<file path="src/rtl/bit_mask_pkg.sv">
// bit_mask_pkg: sel code constants and FSM state type shared by the bit_mask encoder blocks.
package bit_mask_pkg;

    localparam logic [1:0] SEL_ZERO = 2'b00;
    localparam logic [1:0] SEL_X    = 2'b01;
    localparam logic [1:0] SEL_XY   = 2'b11;

    typedef enum logic {
        IDLE = 1'b0,
        EMIT = 1'b1
    } state_t;

endpackage

</file>
<file path="src/rtl/bit_mask_pair_dec.sv">
// bit_mask_pair_dec: combinational decode of one 2-bit multiplier pair into {sel, xshift}.
module bit_mask_pair_dec
    import bit_mask_pkg::*;
(
    input  logic [1:0] pair,
    output logic [1:0] sel,
    output logic       xshift
);

    // 11 selects A + 2A rather than a negative term, so no sign handling is needed
    assign sel    = (pair == 2'b00) ? SEL_ZERO : (pair == 2'b11) ? SEL_XY : SEL_X;
    assign xshift = (pair == 2'b10);

endmodule

</file>
<file path="src/rtl/bit_mask_enc.sv">
// bit_mask_enc: scans a multiplier operand two bits at a time and emits one sel code per handshake.
// Define BIT_MASK_ENC_TRUNC_EN to force the low TRUNC pairs to a zero code (approximate mode).
module bit_mask_enc
    import bit_mask_pkg::*;
#(
    parameter int WIDTH = 8,
    parameter int TRUNC = 2,
    localparam int NPAIR = WIDTH / 2,
    localparam int IW = $clog2(NPAIR)
) (
    input  logic             clk,
    input  logic             rst,
    input  logic             in_valid,
    output logic             in_ready,
    input  logic [WIDTH-1:0] in_b,
    output logic             out_valid,
    input  logic             out_ready,
    output logic [1:0]       out_sel,
    output logic             out_xshift,
    output logic [IW-1:0]    out_idx,
    output logic             out_last,
    output logic             busy
);

    localparam logic [IW-1:0] LAST_IDX = IW'(NPAIR - 1);

    state_t            state, state_nxt;
    logic [WIDTH-1:0]  sh;
    logic [IW-1:0]     idx;
    logic              load, adv, emit, trunc;
    logic [1:0]        dec_sel;
    logic              dec_xshift;

    bit_mask_pair_dec u_dec (
        .pair   (sh[1:0]),
        .sel    (dec_sel),
        .xshift (dec_xshift)
    );

`ifdef BIT_MASK_ENC_TRUNC_EN
    localparam logic [IW:0] TRUNC_LIM = (IW + 1)'(TRUNC);
    assign trunc = ({1'b0, idx} < TRUNC_LIM);
`else
    assign trunc = 1'b0;
`endif

    assign emit       = (state == EMIT);
    assign in_ready   = !emit;
    assign out_valid  = emit;
    assign busy       = emit;
    assign out_sel    = (emit && !trunc) ? dec_sel : SEL_ZERO;
    assign out_xshift = emit && !trunc && dec_xshift;
    assign out_idx    = idx;
    assign out_last   = emit && (idx == LAST_IDX);

    always_comb begin
        state_nxt = state;
        load      = 1'b0;
        adv       = 1'b0;
        if (!emit) begin
            if (in_valid) begin
                state_nxt = EMIT;
                load      = 1'b1;
            end
        end else if (out_ready) begin
            adv = 1'b1;
            if (out_last) state_nxt = IDLE;
        end
    end

    always_ff @(posedge clk or posedge rst) begin
        if (rst) begin
            state <= IDLE;
            sh    <= '0;
            idx   <= '0;
        end else begin
            state <= state_nxt;
            if (load) begin
                sh  <= in_b;
                idx <= '0;
            end else if (adv) begin
                sh  <= sh >> 2;
                idx <= out_last ? '0 : idx + 1'b1;
            end
        end
    end

endmodule

</file>
<file path="config.mk">
export PLATFORM = sky130hd
export DESIGN_NAME = bit_mask_enc
export DESIGN_NICKNAME = d
export VERILOG_FILES = /design/src/rtl/bit_mask_pkg.sv /design/src/rtl/bit_mask_pair_dec.sv /design/src/rtl/bit_mask_enc.sv
export SDC_FILE = /design/constraint.sdc
export NUM_CORES = 1
export LEC_CHECK = 0
export BUFFER_PORTS_ARGS = -buffer_cell sky130_fd_sc_hd__clkbuf_2
export CAP_MARGIN = 20
export CORE_AREA = 2 2 39 41
export DETAILED_ROUTE_END_ITERATION = 8
export DIE_AREA = 0 0 41 43
export HOLD_SLACK_MARGIN = 0.12
export PLACE_DENSITY = 0.79
export SLEW_MARGIN = 25
export SYNTH_ARGS = -nofsm -noshare
export SYNTH_HDL_FRONTEND = slang
export SYNTH_SLANG_ARGS = --single-unit
export TNS_END_PERCENT = 20
</file>
<file path="constraint.sdc">
create_clock -name clk -period 1.7 [get_ports clk]
set_clock_uncertainty 0.15 [all_clocks]
set_input_delay 0.085 -clock clk [delete_from_list [all_inputs] [get_ports clk]]
set_output_delay 0.085 -clock clk [all_outputs]
set_load 0.05 [all_outputs]
</file>
# [Word level (Yosys, flattened, before mapping)]
# Index checks and enable logic that the tools add are counted.
[totals] reg_bits=11 output_inout_bits=9 wordCells=27
[op_classes] add_sub_neg=1 n_eq_ne=3 n_mux=15 n_reduce_logical=5
[op_table] cell="8-bit 2-to-1 mux" n=2
[op_table] cell="2-bit 2-to-1 mux" n=6
[op_table] cell="1-bit 2-to-1 mux" n=7
[op_table] cell="2-bit equality test (second input constant)" n=3
[op_table] cell="2-bit by 1-bit adder with 2-bit output (second input constant)" n=1
[op_table] cell="1-bit logical AND" n=2
[op_table] cell="2-bit logical NOT" n=1
[op_table] cell="2-bit nonzero test" n=1
[op_table] cell="1-bit logical NOT" n=1

# [Longest topological paths before layout]
# Gate-level depths: netlist of run 1.
[logic_depth] depth_word=5 depth_mapped=4 ltp_nobuf=3

# [Hierarchy]
# Synthesis of run 1 repeated with hierarchy kept, for this count alone.
[hier_totals] cells_unflattened=55 area_unflattened_um2=625.6
[modules_own_cells] mod="bit_mask_enc" instances=1 cells_each=52 area_per_inst_um2=603.1 seq_area_each_um2=275.3
[modules_own_cells] mod="bit_mask_pair_dec" instances=1 cells_each=3 area_per_inst_um2=22.5 seq_area_each_um2=0.0

# [Worst setup path before layout of run 1]
# Ideal clock, no wire load.
[synth_path] path_type="register -> output" from="reg state, in the netlist busy" to="out out_sel[0]" arrival_time_ns=1.926 required_time_ns=1.465 slack_ns=-0.461 path_stages_with_launch=5 path_cell_list="dfrtp_1 -> buf_6 -> buf_4 -> inv_1 -> nor2_1"
[synth_via] elab_chain_cells=1
[synth_rtl] item="start, declared" line_no="bit_mask_enc.sv:27" rtl="state_t state, state_nxt;"
[synth_rtl] item="start signal, assigned" line_no="bit_mask_enc.sv:77" rtl="state <= state_nxt;"
[synth_rtl] item="2-bit 2-to-1 mux" line_no="bit_mask_enc.sv:51" rtl="assign out_sel = (emit && !trunc) ? dec_sel : SEL_ZERO;"
[synth_rtl] item="end, declared" line_no="bit_mask_enc.sv:18" rtl="output logic [1:0] out_sel,"
# No other way between the ends.

# [Worst setup path after layout of run 1]
[layout_path] from="reg idx[0], in the netlist out_idx[0]" to="reg state, in the netlist busy"
[layout_via] elab_chain_cells=5
[layout_rtl] item="start, declared" line_no="bit_mask_enc.sv:29" rtl="logic [IW-1:0] idx;"
[layout_rtl] item="start signal, assigned" line_no="bit_mask_enc.sv:83" rtl="idx <= out_last ? '0 : idx + 1'b1;"
[layout_rtl] item="2-bit equality test" line_no="bit_mask_enc.sv:54" rtl="assign out_last = emit && (idx == LAST_IDX);"
[layout_rtl] item="1-bit logical AND" line_no="bit_mask_enc.sv:54"
[layout_rtl] item="1-bit 2-to-1 mux" line_no="bit_mask_enc.sv:67" rtl="if (out_last) state_nxt = IDLE;"
[layout_rtl] item="1-bit 2-to-1 mux" line_no="bit_mask_enc.sv:65" rtl="end else if (out_ready) begin"
[layout_rtl] item="1-bit 2-to-1 mux" line_no="bit_mask_enc.sv:60" rtl="if (!emit) begin"
[layout_rtl] item="via state_nxt" line_no="bit_mask_enc.sv:27"
# The timed path passes the listed nets, and every way through them passes these cells.
# A chain may end at the register's enable or synchronous reset.

==> flow_results.org, run 1 <==
** Finish
- With fillers left out, the area of the finished cells amounts to ~830 µm².
- Synth-to-layout area growth :: 44.6%
- The post-route netlist has between 30% and 40% of its cells at a drive strength greater than 1.
- The top cell types in the final layout, fill and taps aside, are sky130_fd_sc_hd__clkbuf_2 (20), sky130_fd_sc_hd__dlygate4sd3_1 (12), sky130_fd_sc_hd__dfrtp_1 (10), sky130_fd_sc_hd__or3b_1 (5), sky130_fd_sc_hd__o221a_1 (5).
- Antenna diode count :: 0
- Most common library cell in the layout ignoring fill and taps :: sky130_fd_sc_hd__clkbuf_2
- Final net count :: 96

** CTS
- CTS tree :: yes
- The number of clock buffers added by TritonCTS is 3.
- The root buffer cell chosen for the clock tree is sky130_fd_sc_hd__clkbuf_4.
- In this run the number of H-tree levels came out at 1.
- Clock Latency Late Sink :: about 0.26 ns
- Counting along the longest clock path gives a buffer depth of 2.
- Total number of clock tree sinks :: 11
- Clock-pin slew was measured on the worst setup and hold paths at approximately 0.070 ns.

** Power
- VDD sags by at most between 1000 and 1500 µV.
- The clock network is responsible for about an eighth of the overall power.
- Of the total power, the share spent switching nets is about half.
- Total leakage power :: just over 0.0004 µW
- Registers are responsible for 31.0% of the overall power.
- NetSw :: between 700 and 800 µW
- Combinational logic burns 57.0% of the power.
- Overall power :: between 1000 and 1500 µW
- Total power divided by cell area :: roughly 1800 nW/µm²
- The internal portion of the total power is approximately 750 µW.

** Logic synthesis
- After synthesis, the largest family of logic cells by area is compound AO/OA/AOI/OAI gates.
- Synth warnings :: 0
- Synth Area in Compound Gates :: roughly 17%
- The synthesized netlist devotes between 10% and 20% of its cell area to simple gates.
- Number of standard cells after synthesis :: between 40 and 50
- Synth Area in XOR/XNOR :: 0%
- Summing every instance area after synthesis gives approximately 580 µm².
- The share of the Yosys chip area taken by registers is 47.8%.
- Net count of the mapped netlist :: just over 60
- Of the post-synthesis cell area, the part taken by muxes is 9.57%.
- Distinct cell type count after synthesis :: 19
- Number of register bits inferred by synthesis :: 11
- Mean instance size in the synthesized netlist :: about 12 µm²
- Summing the areas of all fa, ha and maj instances in the mapped netlist gives 2.17% of the synthesized area.

** Setup path
- Arrival @ worst endpoint :: between 1.5 and 2 ns
- The largest individual stage delay along the critical path comes from the cell sky130_fd_sc_hd__dlygate4sd3_1.
- Capturing element type of the critical path :: flip-flop
- By startpoint and endpoint, the worst setup path is classified as flip-flop to flip-flop.
- Peak per-stage delay on the critical path :: about 0.58 ns
- Startpoint kind of the worst setup timing path :: flip-flop
- Required time at the endpoint of the critical path :: 1.75 ns
- The critical path goes through ha_1 -> a31oi_1 -> dlygate4sd3_1.
- Along the worst path, the maximum fanout reaches 4.

** Hold path
- Hold/Removal Path Class :: input port to async pin

** Route
- The routed layout has about 510 vias.
- Initial DRT Pass Iterations :: 3
- WL per Instance :: between 10 and 15 µm
- After the first detailed-routing iteration, the DRC count stood at 3.
- The routed design has 1220 µm of wire.
- Number of nets with antenna violations after detailed routing :: 0
- Average vias per placed instance :: roughly 5.2
- Post-route DRC :: 0

** Global route
- Pin count of the biggest net entering global routing :: 13
- The number of global-route vias before repair is 478.
- The first global-routing pass estimated 2040 µm of wire.
- Total routing usage reported by global routing :: between 10% and 20%
- Summed over all layers, the global routing overflow is 0.
- The number of antenna violations at the first check in global routing is 0.

** STA
- RSZ-0062 raised after global routing :: no
- Final count of negative-setup-slack endpoints :: 0
- Final period utilization :: between 90% and 100%
- The final count of hold timing violations came to 0.
- Setup_tns :: 0 ns
- Max-slew headroom at the worst pin :: a little under three quarters
- Based on the critical path, the design can be clocked at up to between 600 and 700 MHz.
- Measured slew at the worst slew-check pin :: between 0.4 and 0.5 ns
- The max-slew violation total from the final report is 0.
- For the finished layout, the period the worst path requires is 1.59 ns.

** Floorplan
- Row generation in the floorplan step produced 14 rows.
- 21 I/O pins were placed.
- The total area inside the core boundary comes to 1380 µm².
- Height of the chip :: ~43 µm
- The initial utilization of the core area, before any placement, comes to 41.6%.
- From left edge to right edge, the die measures just over 40 µm.
- The die covers between 1500 and 2000 µm².

** Run
- Max Cap Viol :: 0

** Placement
- Area of placed instances :: 677 µm²
- Routability congestion estimate :: just over 0.7
- Detailed placement finished with a half-perimeter wire length of 841 µm.
- Buffers placed on the I/O ports in this run total 20.

** Outcome
- Status :: finished, final reports clean
## synth_stat cells
master | instances | area (µm²)
sky130_fd_sc_hd__and2_1 | 1 | 6.26
sky130_fd_sc_hd__o221a_1 | 5 | 56.3
sky130_fd_sc_hd__nor2_1 | 5 | 18.8
sky130_fd_sc_hd__a32o_1 | 2 | 20.0
sky130_fd_sc_hd__or3b_1 | 5 | 43.8
sky130_fd_sc_hd__a22o_1 | 2 | 17.5
sky130_fd_sc_hd__nand2_1 | 2 | 7.51
sky130_fd_sc_hd__mux2_4 | 1 | 15.0
sky130_fd_sc_hd__buf_4 | 2 | 15.0
sky130_fd_sc_hd__buf_2 | 1 | 5.00
sky130_fd_sc_hd__clkbuf_2 | 1 | 5.00
sky130_fd_sc_hd__inv_1 | 2 | 7.51
sky130_fd_sc_hd__and3_1 | 1 | 6.26
sky130_fd_sc_hd__nor2b_1 | 1 | 6.26
sky130_fd_sc_hd__dfrtp_1 | 11 | 275
sky130_fd_sc_hd__buf_6 | 1 | 11.3
sky130_fd_sc_hd__a31oi_1 | 1 | 6.26
sky130_fd_sc_hd__mux2i_1 | 4 | 40.0
sky130_fd_sc_hd__ha_1 | 1 | 12.5
## worst paths after layout
path	from	to	slack, ns	depth (start not counted)
setup / recovery	out_idx[0]	busy	0.11	3
hold / removal	rst	sh[1]	0.19	3
setup reg to reg	out_idx[0]	busy	0.11	3
hold reg to reg	sh[7]	sh[7]	0.36	1
max in group asynchronous	rst	busy	0.88	3
min in group clk	in_valid	sh[5]	0.19	3
## metal layers
| metal | vias to the layer above | part of all wire (%) | routed length (µm) | track usage [%] |
|---|---|---|---|---|
| met5 | - | 0 | 0 | 0 |
| met4 | 0 | 0.90 | 11 | 6.00 |
| met3 | 3 | 5.1 | 63 | 7.85 |
| met2 | 14 | 51 | 627 | 27.8 |
| met1 | 249 | 43 | 522 | 19.5 |
| li1 | 246 | - | - | - |
## state kept, by name, summed over array words and instances (netlist names)
signal	flops
sh	8
busy	1
out_idx	2
## metrics by stage
step / setup slack [ns] / utilization [%] / cells / hold WS (ns)
after global routing: 0.0587 / 60.1 / 98 / 0.219
final: 0.107 / 60.1 / 98 / 0.186
after detailed placement: 0.227 / 48.9 / 81 / -0.0721
after global placement: 0.309 / 48.9 / 81 / -0.0802
after CTS: 0.0737 / 59.6 / 97 / 0.183
after floorplan: -0.109 / - / 49 / -0.213
## power groups by stage
stage	logic, µW	registers (µW)	clock network (µW)
2_1_floorplan	561	548	0
4_1_cts	813	473	181
3_5_place_dp	773	475	0
3_3_place_gp	763	469	0
6_report	835	455	175
5_1_grt	902	473	197
## layout make-up
type / instances / area [µm²]
Fill cell: 125 / 552
Clock buffer: 4 / 26.3
Timing Repair Buffer: 34 / 235
Sequential cell: 11 / 277
Tap cell: 16 / 20.0
Inverter: 2 / 7.51
Multi-Input combinational cell: 31 / 267
## kinds of logic (layout without fill, tap and decap cells)
| family | count (synthesis) | after routing |
|---|---|---|
| adders and majority gates | 1 | 1 |
| DFF | 11 | 11 |
| AOI/OAI and AO/OA | 10 | 10 |
| buffers and inverters | 7 | 40 |
| and+or+nand+nor | 15 | 15 |
| muxes | 5 | 5 |
## critical path: cells and delay by family (launching register included)
family | cells | cell delay [ns]
buf+inv | 1 | 0.58
fa+ha+maj | 1 | 0.23
flops | 1 | 0.41
compound gates | 1 | 0.15
## timing repair
item,in CTS,in global routing
pin swaps,0,0
hold buffers,12,0
buffers inserted,0,1
hold endpoints to repair,22,0
gates cloned,0,0
gates resized for setup,1,0
endpoints found under the setup margin,1,2
Note: power is estimated with default switching activity, not from simulation.
==> run 2, diff against run 1 <==
==> constraint.sdc (replaced) <==
create_clock -name clk -period 1.99 [get_ports clk]
set_clock_uncertainty 0.15 [all_clocks]
set_input_delay 0.0995 -clock clk [delete_from_list [all_inputs] [get_ports clk]]
set_output_delay 0.0995 -clock clk [all_outputs]
set_load 0.05 [all_outputs]
==> flow_results.org, run 2 (same netlist as run 1, synthesis figures left out) <==
** CTS
- CTS Hold Bufs :: 12
- The number of setup buffers added after CTS is 0.
- Once the clock tree was built, the resizer swapped 0 gates to a different size.
- CTS built an H-tree with a depth of 1.
- The clock drives 11 sinks.
- No sink is reached through more buffers than the 2 on the longest clock path.
- Clock latency on the worst-skew pair, taken at its later pin, is about 0.27 ns.
- Buffers inserted during clock tree synthesis total 3.
- TritonCTS built the clock tree.
- The root buffer cell chosen for the clock tree is sky130_fd_sc_hd__clkbuf_4.
- After clock tree synthesis, the clock-pin slew on the worst setup and hold paths is around 0.070 ns.

** Hold path
- Hold/Removal Path Class :: input port to async pin

** Route
- Met2 wirelength from detailed routing :: between 500 and 600 µm
- For this run, design rule violations remaining after detail routing come to 0.
- Across all layers, the routed design uses ~480 vias.
- Initial DRT Pass Iterations :: 2
- In the final routed layout, each cell accounts on average for approximately 12 µm.
- Uppermost layer routed :: met4
- Routed wl met3 :: approximately 59 µm
- The detailed router put a total of between 500 and 600 µm of wire on met1.
- Post-Route WL :: around 1200 µm
- The first routing iteration left 4 violations.
- Average vias per placed instance :: 4.97
- Number of nets with antenna violations after detailed routing :: 0

** Floorplan
- The die is roughly 40 µm wide.
- For this design the top-level I/O count stands at 21.
- Starting density of the core :: approximately two fifths
- Count of standard-cell rows :: 14
- Overall die area :: between 1500 and 2000 µm²
- The total area inside the core boundary comes to 1380 µm².
- Height of the chip :: between 40 and 50 µm

** Run
- Max Cap Viol :: 0

** STA
- Setup repair after global routing left no endpoint under its margin.
- Measured slew at the worst slew-check pin :: 0.567 ns
- The final count of hold timing violations is 0.
- Final period utilization :: between 80% and 90%
- Final count of negative-setup-slack endpoints :: 0
- Summed over all failing endpoints, the final setup total negative slack is 0 ns.
- Max-slew violations :: 0
- For the finished layout, the period the worst path requires is 1.76 ns.
- Hold Worst Slack :: a little under 0.2 ns
- Static timing analysis puts the maximum clock frequency at roughly 570 MHz.
- Max-slew headroom at the worst pin :: slightly above 60%

** Setup path
- In this run the worst path has a maximum fanout of 20.
- The worst setup path is captured at an output pin.
- Kind of critical path :: flip-flop to output pin
- Data on the critical path is required at its endpoint by 1.74 ns.
- Arrival @ worst endpoint :: around 1.5 ns
- STA classifies the critical path startpoint as a flip-flop.
- Startpoint of the worst setup timing path :: busy
- In this run the critical register-to-register path is launched from busy.

** Finish
- Most common library cell in the layout ignoring fill and taps :: sky130_fd_sc_hd__clkbuf_2
- Largest register by flop count :: sh
- Synth-to-layout area growth :: 40.4%
- Flip-flop count of the largest register, all copies and words added :: 8
- Final net count :: 94
- Of the cells placed in the final design, the portion with a size suffix greater than 1 is a little under a third.
- Antenna diode count :: 0
- Most used cells in the layout excluding fill and tap cells :: sky130_fd_sc_hd__clkbuf_2 (20), sky130_fd_sc_hd__dlygate4sd3_1 (12), sky130_fd_sc_hd__dfrtp_1 (11), sky130_fd_sc_hd__or3b_1 (5), sky130_fd_sc_hd__o221a_1 (5)

** Outcome
- Status :: finished, final reports clean

** Power
- In this run the power density over the cells is roughly 1500 nW/µm².
- Total leakage power :: approximately 0.0004 µW
- Largest voltage drop on the vdd net :: just under 900 µV

** Global route
- Global routing finished with a remaining overflow of 0.
- Entering global routing, the biggest net connects 21 pins.
- The number of global-route vias before repair came to 419.
- Global-route wire length before repair :: ~1800 µm
- The number of antenna violations at the first check in global routing is 0.
- Total routing usage reported by global routing :: 15.1%

** Placement
- The HPWL after detailed placement is between 800 and 900 µm.
- During placement, the flow inserted port buffers numbering 20.
- At the end of routability-driven placement, the weighted congestion stood at ~0.65.
## run 2: changes by cell type in the layout (fill, tap and decap cells not counted)
cell                      delta
sky130_fd_sc_hd__buf_4       -2
sky130_fd_sc_hd__dfrtp_1     +1
sky130_fd_sc_hd__dfrtp_2     -1
sky130_fd_sc_hd__nor2_1      +1
sky130_fd_sc_hd__nor2_4      -1
## run 2: metrics by stage
stage               worst slack (ns)  cells  total power, µW  instance area (µm²)  util (%)
finish                         0.227     96             1220                  808      58.4
detailed placement             0.390     80             1040                  662      47.8
floorplan                     0.0292     49              931                  578         -
global placement               0.431     80             1020                  662      47.8
CTS                            0.203     96             1230                  808      58.4
global route                  0.0915     96             1300                  808      58.4
## run 2: final cells by class
class	count	area (µm²)
Fill cell	123	576
Sequential cell	11	275
Clock buffer	4	26.3
Inverter	2	7.51
Timing Repair Buffer	32	220
Multi-Input combinational cell	31	259
Tap cell	16	20.0
## run 2: path summary, 6_finish.rpt
path / to / slack (ns) / cells after the start
max in group asynchronous: out_idx[1] / 1.20 / 3
hold / removal: sh[2] / 0.20 / 3
min in group clk: sh[2] / 0.21 / 3
hold reg to reg: sh[7] / 0.36 / 1
setup / recovery: out_sel[0] / 0.23 / 3
setup reg to reg: busy / 0.26 / 3
## run 2: metal layers
metal | global-route usage (%) | vias up
li1 | - | 245
met1 | 19.3 | 217
met2 | 22.8 | 13
met3 | 3.14 | 2
met4 | 8.00 | 0
met5 | 0 | -
## run 2: power breakdown
group	internal (µW)	switching (µW)	total (µW)	leakage [µW]
clock	77.5	76.1	154	0.0000150
sequential	315	103	417	0.000131
combinational	224	421	645	0.000255
total	617	600	1220	0.000401
## run 2: worst max-delay path, cell delays in order, from the launching register on
cell and delay [ns]:
sky130_fd_sc_hd__dfrtp_1 0.70, sky130_fd_sc_hd__inv_1 0.15, sky130_fd_sc_hd__nor2_2 0.12, sky130_fd_sc_hd__clkbuf_2 0.27
